$ cat config.mk
export PLATFORM = sky130hd
export DESIGN_NAME = mmcm_phase_sweeper
export DESIGN_NICKNAME = d
export VERILOG_FILES = /design/src/rtl/mmcm_phase_sweeper.sv
export SDC_FILE = /design/constraint.sdc
export NUM_CORES = 1
export LEC_CHECK = 0
export ABC_AREA = 0
export CAP_MARGIN = 20
export CORE_UTILIZATION = 56
export DETAILED_ROUTE_END_ITERATION = 16
export PLACE_DENSITY_LB_ADDON = 0.25
export SLEW_MARGIN = 20
export SYNTH_ARGS = -nofsm -noshare
export SYNTH_HDL_FRONTEND = slang
export SYNTH_SLANG_ARGS = --single-unit
$ cat constraint.sdc
create_clock -name clk_usb -period 7.3 [get_ports clk_usb]
set_input_delay 1.46 -clock clk_usb [delete_from_list [all_inputs] [get_ports clk_usb]]
set_output_delay 1.46 -clock clk_usb [all_outputs]
set_load 0.02 [all_outputs]
$ cat src/rtl/mmcm_phase_sweeper.sv
// Phase-sweep sequencer for the MMCM phase-shift stepper. It walks a signed
// step index from a start value to a stop value. For each point it loads the
// stepper, waits for its done pulse, dwells, and then pulses "settled".
module mmcm_phase_sweeper #(
    parameter int pDWELL_WIDTH = 16,
    parameter int pTIMEOUT     = 4095
) (
    input  logic                    clk_usb,
    input  logic                    reset,
    input  logic                    I_start,
    input  logic                    I_abort,
    input  logic [15:0]             I_start_index,
    input  logic [15:0]             I_stop_index,
    input  logic [15:0]             I_step,
    input  logic [pDWELL_WIDTH-1:0] I_dwell,
    output logic [15:0]             O_step_index,
    output logic                    O_load,
    input  logic                    I_done,
    output logic                    O_busy,
    output logic                    O_settled,
    output logic [15:0]             O_point,
    output logic                    O_sweep_done,
    output logic                    O_error
);

    localparam int TW = $clog2(pTIMEOUT + 1);
    localparam logic [TW-1:0] TIMEOUT_LAST = TW'(pTIMEOUT - 1);

    typedef enum logic [2:0] {
        S_IDLE,
        S_LOAD,
        S_WAIT,
        S_DWELL,
        S_NEXT,
        S_FINISH
    } state_t;

    state_t                   state_reg;
    state_t                   state_next;
    logic signed [15:0]       cur_reg;
    logic signed [15:0]       stop_reg;
    logic [15:0]              step_reg;
    logic [pDWELL_WIDTH-1:0]  dwell_reg;
    logic [pDWELL_WIDTH-1:0]  dwell_cnt_reg;
    logic [TW-1:0]            timeout_reg;
    logic                     dir_up_reg;
    logic                     abort_reg;
    logic [15:0]              point_reg;
    logic                     error_reg;
    logic [15:0]              step_index_reg;

    logic signed [17:0]       cur_wide;
    logic signed [17:0]       stop_wide;
    logic signed [17:0]       step_wide;
    logic signed [17:0]       sum_wide;
    logic                     overshoot;
    logic signed [15:0]       cur_step;

    // Next sweep index, computed wide so it cannot wrap, then clamped to stop
    always_comb begin
        step_wide = (step_reg == 16'd0) ? 18'sd1 : $signed({2'b00, step_reg});
        cur_wide  = $signed({{2{cur_reg[15]}}, cur_reg});
        stop_wide = $signed({{2{stop_reg[15]}}, stop_reg});
        sum_wide  = dir_up_reg ? (cur_wide + step_wide) : (cur_wide - step_wide);
        overshoot = dir_up_reg ? (sum_wide > stop_wide) : (sum_wide < stop_wide);
        cur_step  = overshoot ? stop_reg : $signed(sum_wide[15:0]);
    end

    // State register
    always_ff @(posedge clk_usb or posedge reset) begin
        if (reset) begin
            state_reg <= S_IDLE;
        end else begin
            state_reg <= state_next;
        end
    end

    // Next-state logic and per-state strobes
    always_comb begin
        state_next   = state_reg;
        O_load       = 1'b0;
        O_settled    = 1'b0;
        O_sweep_done = 1'b0;
        case (state_reg)
            S_IDLE: begin
                if (I_start) begin
                    state_next = S_LOAD;
                end
            end
            S_LOAD: begin
                O_load     = 1'b1;
                state_next = S_WAIT;
            end
            S_WAIT: begin
                // A zero dwell skips DWELL so settled still lands dwell+1 after done
                if (I_done) begin
                    state_next = (dwell_reg == '0) ? S_NEXT : S_DWELL;
                end else if (timeout_reg == TIMEOUT_LAST) begin
                    state_next = S_FINISH;
                end
            end
            S_DWELL: begin
                if (dwell_cnt_reg <= pDWELL_WIDTH'(1)) begin
                    state_next = S_NEXT;
                end
            end
            S_NEXT: begin
                O_settled  = 1'b1;
                state_next = (abort_reg || (cur_reg == stop_reg)) ? S_FINISH : S_LOAD;
            end
            S_FINISH: begin
                O_sweep_done = 1'b1;
                state_next   = S_IDLE;
            end
            default: begin
                state_next = S_IDLE;
            end
        endcase
    end

    // Sweep datapath: latched parameters, counters, index and sticky flags
    always_ff @(posedge clk_usb or posedge reset) begin
        if (reset) begin
            cur_reg        <= '0;
            stop_reg       <= '0;
            step_reg       <= '0;
            dwell_reg      <= '0;
            dwell_cnt_reg  <= '0;
            timeout_reg    <= '0;
            dir_up_reg     <= 1'b0;
            abort_reg      <= 1'b0;
            point_reg      <= '0;
            error_reg      <= 1'b0;
            step_index_reg <= '0;
        end else begin
            case (state_reg)
                S_IDLE: begin
                    if (I_start) begin
                        cur_reg        <= $signed(I_start_index);
                        stop_reg       <= $signed(I_stop_index);
                        step_reg       <= I_step;
                        dwell_reg      <= I_dwell;
                        dir_up_reg     <= ($signed(I_stop_index) >= $signed(I_start_index));
                        point_reg      <= '0;
                        error_reg      <= 1'b0;
                        abort_reg      <= 1'b0;
                        // Index is presented from the LOAD cycle onward
                        step_index_reg <= I_start_index;
                    end
                end
                S_LOAD: begin
                    timeout_reg <= '0;
                end
                S_WAIT: begin
                    if (I_done) begin
                        dwell_cnt_reg <= dwell_reg;
                    end else if (timeout_reg == TIMEOUT_LAST) begin
                        error_reg <= 1'b1;
                    end else begin
                        timeout_reg <= timeout_reg + TW'(1);
                    end
                end
                S_DWELL: begin
                    dwell_cnt_reg <= dwell_cnt_reg - pDWELL_WIDTH'(1);
                end
                S_NEXT: begin
                    point_reg <= point_reg + 16'd1;
                    if (state_next == S_LOAD) begin
                        cur_reg        <= cur_step;
                        step_index_reg <= cur_step;
                    end
                end
                default: begin
                end
            endcase
            // Abort is only remembered here; it takes effect at the next point boundary
            if (state_reg != S_IDLE && I_abort) begin
                abort_reg <= 1'b1;
            end
        end
    end

    assign O_step_index = step_index_reg;
    assign O_point      = point_reg;
    assign O_error      = error_reg;
    assign O_busy       = (state_reg != S_IDLE) && (state_reg != S_FINISH);

endmodule
# After elaboration in Yosys (flattened, before gate mapping)
# Cells that the tools add are included.
[word_totals]
reg_bits = 114
in_bits = 69
output_inout_bits = 37
elab_cells = 85
[classes]
n_addsub = 5
n_lt_le_gt_ge = 4
eq_ne = 15
n_mux = 30
n_reduce_logical = 20
[op_table]
columns = ["op", "n"]
rows = [
  ["$mux 16", 6],
  ["$pmux 16 s2", 3],
  ["$logic_not 16->1", 2],
  ["$mux 12", 2],
  ["$pmux 12 s2", 1],
  ["$add 16x17->18", 1],
  ["$gt 18x16->1", 1],
  ["$lt 18x16->1", 1],
  ["$mux 18", 1],
  ["$mux 3", 6],
  ["$sub 16x17->18", 1],
  ["$add 16x1->16 const B", 1],
  ["$eq 16x16->1", 1],
  ["$ge 16x16->1", 1],
  ["$le 16x1->1 const B", 1],
  ["$sub 16x1->16 const B", 1],
  ["$pmux 3 s5", 1],
  ["$add 12x1->12 const B", 1],
  ["$eq 12x12->1 const B", 1],
  ["$ne 2x2->1 const B", 6],
  ["$reduce_bool 2->1", 6],
  ["$mux 1", 9],
  ["$reduce_and 2->1", 4],
  ["$eq 3x1->1 const B", 2],
  ["other kinds (10)", 14],
]

# Logic depth before layout (Yosys ltp)
# Gate-level depths: netlist of run 1.
[depth]
word_depth = 9
mapped_depth = 27
ltp_nobuf = 25

# Worst setup path after synthesis of run 1
# Ideal clock, no wire load.
[synth_path]
kind = "register to register"
from = "register step_reg[5]"
to = "register step_index_reg[0], in the netlist O_step_index[0]"
setup_ns = 0.137
arrival_time_ns = 6.038
required_time_ns = 7.163
slack_ns = 1.125
stages_incl_launch_ff = 28
n_path_buf = 2
period_less_slack_ns = 6.175
cell_sequence = "dfrtp_1 or4_1 nor4_2 and2_1 buf_2 a31o_2 inv_1 ha_1 nor3b_1 a31oi_1 xor2_1 ha_1 nand3_1 or3_1 nor3_1 o31ai_1 a21oi_1 nor4_1 a311o_1 ha_1 nand4_1 o41ai_1 o31ai_1 a41oi_1 mux2i_2 buf_4 mux2i_1 a21oi_1"
[synth_between]
elab_chain_len = 9
word_cells_on_any_way = 11
cone_classes = "add/sub (2); order compare (2); mux (6); reduce/logical (1)"
[synth_lines]
columns = ["element", "line_no", "rtl"]
rows = [
  ["start, declared", "42", "logic [15:0] step_reg;"],
  ["start signal, assigned", "141", "step_reg <= I_step;"],
  ["$logic_not 16->1", "61", "step_wide = (step_reg == 16'd0) ? 18'sd1 : $signed({2'b00, step_reg});"],
  ["$mux 16 *", "61", ""],
  ["$sub 16x17->18 or $add 16x17->18 (tied branches)", "64", "sum_wide = dir_up_reg ? (cur_wide + step_wide) : (cur_wide - step_wide);"],
  ["$mux 18 *", "64", ""],
  ["$lt 18x16->1 or $gt 18x16->1 (tied branches)", "65", "overshoot = dir_up_reg ? (sum_wide > stop_wide) : (sum_wide < stop_wide);"],
  ["$mux 1", "65", ""],
  ["$mux 16 *", "66", "cur_step = overshoot ? stop_reg : $signed(sum_wide[15:0]);"],
  ["$mux 16 *", "168", "if (state_next == S_LOAD) begin"],
  ["$pmux 16 s2 *", "136", "case (state_reg)"],
  ["end signal, assigned", "148", "step_index_reg <= I_start_index;"],
  ["end signal, assigned", "170", "step_index_reg <= cur_step;"],
  ["end, declared", "50", "logic [15:0] step_index_reg;"],
]
# Every way passes the cells marked *; elsewhere a longest branch is shown, timed or not. The select of a mux whose other input is x is not followed.
# A chain may end at the register's enable or synchronous reset.

# Final worst setup path of run 1
[layout_path]
from = "register step_reg[4]"
to = "register step_index_reg[8], in the netlist O_step_index[8]"
# The elaborated chain is that of the path after synthesis.

==> metrics.log, run 1 <==
INFO  metric grt_pass1_vias = between 6,000 and 7,000
INFO  metric worst_hold_startpoint = O_error
INFO  metric synthArstFlopShare = 100.0%
INFO  metric crit_arrival = 6.89 ns
INFO  metric rr_startpoint = step_reg[4]
INFO  metric yosysTopAreaCellShare = around 38%
INFO  metric globalRoute.busiestLayer = met2
INFO  metric stdcell_area = approximately 9400 um^2
INFO  metric post_synth_instance_area = between 7000 and 8000 um^2
INFO  metric via_count_normalized_by_instance_count = 5.973
INFO  metric chipWidth = roughly 120 um
INFO  metric first_pass_grt_wire_length = 33.39 mm
INFO  metric drive_above_1_share = between 5 and 6%
INFO  metric setup_violations = 0
INFO  metric ios = roughly 110
INFO  metric use_met3 = between 7 and 8%
INFO  metric post-dp-hpwl = around 15 mm
INFO  metric cell_types_with_the_largest_area_share_after_synthesis = sky130_fd_sc_hd__dfrtp_1, sky130_fd_sc_hd__ha_1, sky130_fd_sc_hd__nand2_1
INFO  metric die_y = 118.5 um
INFO  metric hold_path_depth = 2
INFO  metric drt_first_pass_iters = 6
INFO  metric placer_s_final_routability_congestion_estimate = approximately 0.9
INFO  metric holdBufCountCts = 0
INFO  metric flow.area_growth_from_synthesis = 23.56%
INFO  metric route.vias.total = between 7,000 and 8,000
INFO  metric htree_num_levels = 4
INFO  metric use_met1 = 38.55%
INFO  metric place.port_buffers = between 100 and 150
INFO  metric seq_area_frac_synth = ~38%
INFO  metric routed_wl = 20.37 mm
INFO  metric grt_overflow_total = 0
INFO  metric post_synth_fa_ha_maj_area_fraction = under 10%
INFO  metric avgRoutedWirePerCell = 17.28 um
INFO  metric final_nets = approximately 1,100
INFO  metric dpl-instance-area = about 8800 um^2
INFO  metric syn-mean-instance-area = 8.454 um^2
INFO  metric fin_setup_tns = 0 ns
INFO  metric finalHoldViolations = 0
INFO  metric post_cts_resize_count = 0
INFO  metric largest_family_of_logic_cells_by_synthesized_area = simple AND/OR/NAND/NOR gates
INFO  metric fin_worst_skew = between 0.005 and 0.006 ns
INFO  metric timing.fmax = 0.1508 GHz
INFO  metric path_class_of_the_lowest_slack_min_delay_path = reg2reg
INFO  metric post-route-drc-count = 0
INFO  metric numCtsBuffers = 17
INFO  metric cts.sinks = 114
INFO  metric insertedDiodeCount = 0
INFO  metric synth.net_count = between 1,000 and 1,500
INFO  metric slowest_delay = approximately 0.57 ns
INFO  metric rows = 42
INFO  metric grt_start_max_net_pins = between 70 and 80
INFO  metric crit_required = around 7.6 ns
INFO  metric root_buffer = sky130_fd_sc_hd__clkbuf_16
INFO  metric antenna_left = 0
INFO  metric critical_path.endpoint_type = flip-flop
INFO  metric netlist.top_cell.by_area = sky130_fd_sc_hd__dfrtp_1
INFO  metric deepest_clock_path_buffer_count = 2
INFO  metric tritoncts = done
INFO  metric dr.first_iter.drc_count = between 500 and 600
INFO  metric critPathMaxFanout = 16
INFO  metric finalMaxSlewViolations = 0
INFO  metric synth-xor-area-share = between 6 and 7%
INFO  metric dominantRegCellSynth = sky130_fd_sc_hd__dfrtp_1
INFO  metric worst_setup_path_startpoint = step_reg[4]
INFO  metric worst-setup-path-type = reg2reg
INFO  metric effective_utilization_at_floorplan = a little under three fifths
INFO  metric dieArea = 14,040 um^2
INFO  metric status = finished clean
INFO  metric timing.reg2reg.worst_path_depth = 26
INFO  metric gr-usage-all-layers = a little under a third
INFO  metric most-common-layout-cells = sky130_fd_sc_hd__nand2_1, sky130_fd_sc_hd__dfrtp_1, sky130_fd_sc_hd__clkdlybuf4s50_1
INFO  metric timing.slew.headroom = roughly 36%
INFO  metric synth_cells = ~900
INFO  metric worst_skew_pair.late_latency = approximately 0.42 ns
INFO  metric grt_setup_unrepaired = no
INFO  metric nature_of_the_critical_path_startpoint = flip-flop
INFO  metric synth_compound_gate_area_share = between 15 and 20%
INFO  metric ys_ff_latch = between 100 and 150
INFO  metric core_region_area = between 10,000 and 15,000 um^2
INFO  metric final_min_period_over_clock_period = around nine tenths
INFO  metric yosys_warnings = 0
INFO  metric grt_antenna_before_repair = 0
INFO  metric post-cts-setup-buffers = 0
INFO  metric yosysUniqueCellTypes = 65
INFO  metric post_synth_edffs = 0
INFO  metric finalWorstPathRequiredPeriod = approximately 6.6 ns
INFO  metric synth_simple_gate_area_share = a little over a fifth
INFO  metric most_frequent_standard_cell_in_the_layout_excluding_fill_and_tap_cells = sky130_fd_sc_hd__nand2_1
INFO  metric met2_usage = between 50% and 60%
INFO  metric worst_setup_hold_path_clk_slew = around 0.050 ns
INFO  metric synth.area.mux_share = 2.568%
INFO  metric worst-slew-pin-transition = approximately 0.97 ns
INFO  metric critical_path_s_slowest_cell = sky130_fd_sc_hd__or4_1
INFO  metric maxCapViolations = 0
-- final cells by class --
cell class,instances,area [um^2]
clock buffers,23,478.0
inverters,62,235.2
clock inverters,9,152.6
repair buffers,109,1081
fillers,1036,3852
well taps,176,220.2
flip-flops and latches,114,2853
multi-input cells,686,4370
-- cells by family after synthesis --
kind of cell / count (synthesis)
buffers and inverters: 99
AND/OR/NAND/NOR: 341
flip-flops: 114
multiplexers: 19
AO/OA/AOI/OAI: 214
adder cells (fa/ha/maj): 58
XOR/XNOR: 54
-- metal layers --
| layer | wire length (um) | share of wire (%) |
|---|---|---|
| met4 | 422 | 2.1 |
| met1 | 8694 | 43 |
| met2 | 10170 | 50 |
| met5 | 0 | 0 |
| met3 | 1083 | 5.3 |
-- final timing paths --
path                                   endpoint  slack (ns)
worst max-delay path            O_step_index[8]        0.67
worst min-delay path                    O_error        0.49
worst max register to register  O_step_index[8]        0.67
worst min register to register          O_error        0.49
max in group asynchronous            O_point[8]        4.53
min in group asynchronous        timeout_reg[7]        1.42
-- through the flow --
| stage | instances | hold slack (ns) | setup WS (ns) | util [%] |
|---|---|---|---|---|
| CTS | 1179 | 0.4902 | 0.7030 | 70.87 |
| global route | 1179 | 0.5088 | 0.1314 | 70.91 |
| finish | 1179 | 0.4854 | 0.6665 | 70.91 |
| detailed placement | 1147 | 0.4734 | 0.7459 | 66.11 |
| floorplan | 899 | 0.4467 | 1.125 | - |
| global placement | 1147 | 0.4742 | 1.033 | 66.11 |
-- synthesized netlist by cell type, types with 9 or more instances --
| cell | n |
|---|---|
| sky130_fd_sc_hd__a21oi_1 | 50 |
| sky130_fd_sc_hd__a31oi_1 | 11 |
| sky130_fd_sc_hd__and3_1 | 10 |
| sky130_fd_sc_hd__clkbuf_1 | 28 |
| sky130_fd_sc_hd__dfrtp_1 | 114 |
| sky130_fd_sc_hd__ha_1 | 57 |
| sky130_fd_sc_hd__inv_1 | 61 |
| sky130_fd_sc_hd__mux2i_1 | 17 |
| sky130_fd_sc_hd__nand2_1 | 145 |
| sky130_fd_sc_hd__nand3_1 | 22 |
| sky130_fd_sc_hd__nand4_1 | 12 |
| sky130_fd_sc_hd__nor2_1 | 71 |
| sky130_fd_sc_hd__nor3_1 | 16 |
| sky130_fd_sc_hd__nor4_1 | 14 |
| sky130_fd_sc_hd__o211ai_1 | 9 |
| sky130_fd_sc_hd__o21ai_0 | 59 |
| sky130_fd_sc_hd__o22ai_1 | 19 |
| sky130_fd_sc_hd__o31ai_1 | 12 |
| sky130_fd_sc_hd__xnor2_1 | 13 |
| sky130_fd_sc_hd__xor2_1 | 41 |
-- critical path, delay by kind of cell (launching register included) --
family	cells	cell delay, ns
AO/OA/AOI/OAI	9	1.98
XOR/XNOR	1	0.12
adder cells (fa/ha/maj)	3	0.86
buffers and inverters	2	0.40
flip-flops	1	0.40
multiplexers	2	0.47
AND/OR/NAND/NOR	9	2.24
Power of run 1 is left out: the tool's default activity adds up to more than one toggle a clock period on the data nets, which glitch-free logic cannot reach.
==> inputs of run 2 (changes only) <==
Settings changed: HOLD_SLACK_MARGIN set to 0.03.
==> results of run 2 <==
No change in the layout: final DEF, timing and power equal those of run 1.
Power of run 2 is left out for the same reason.
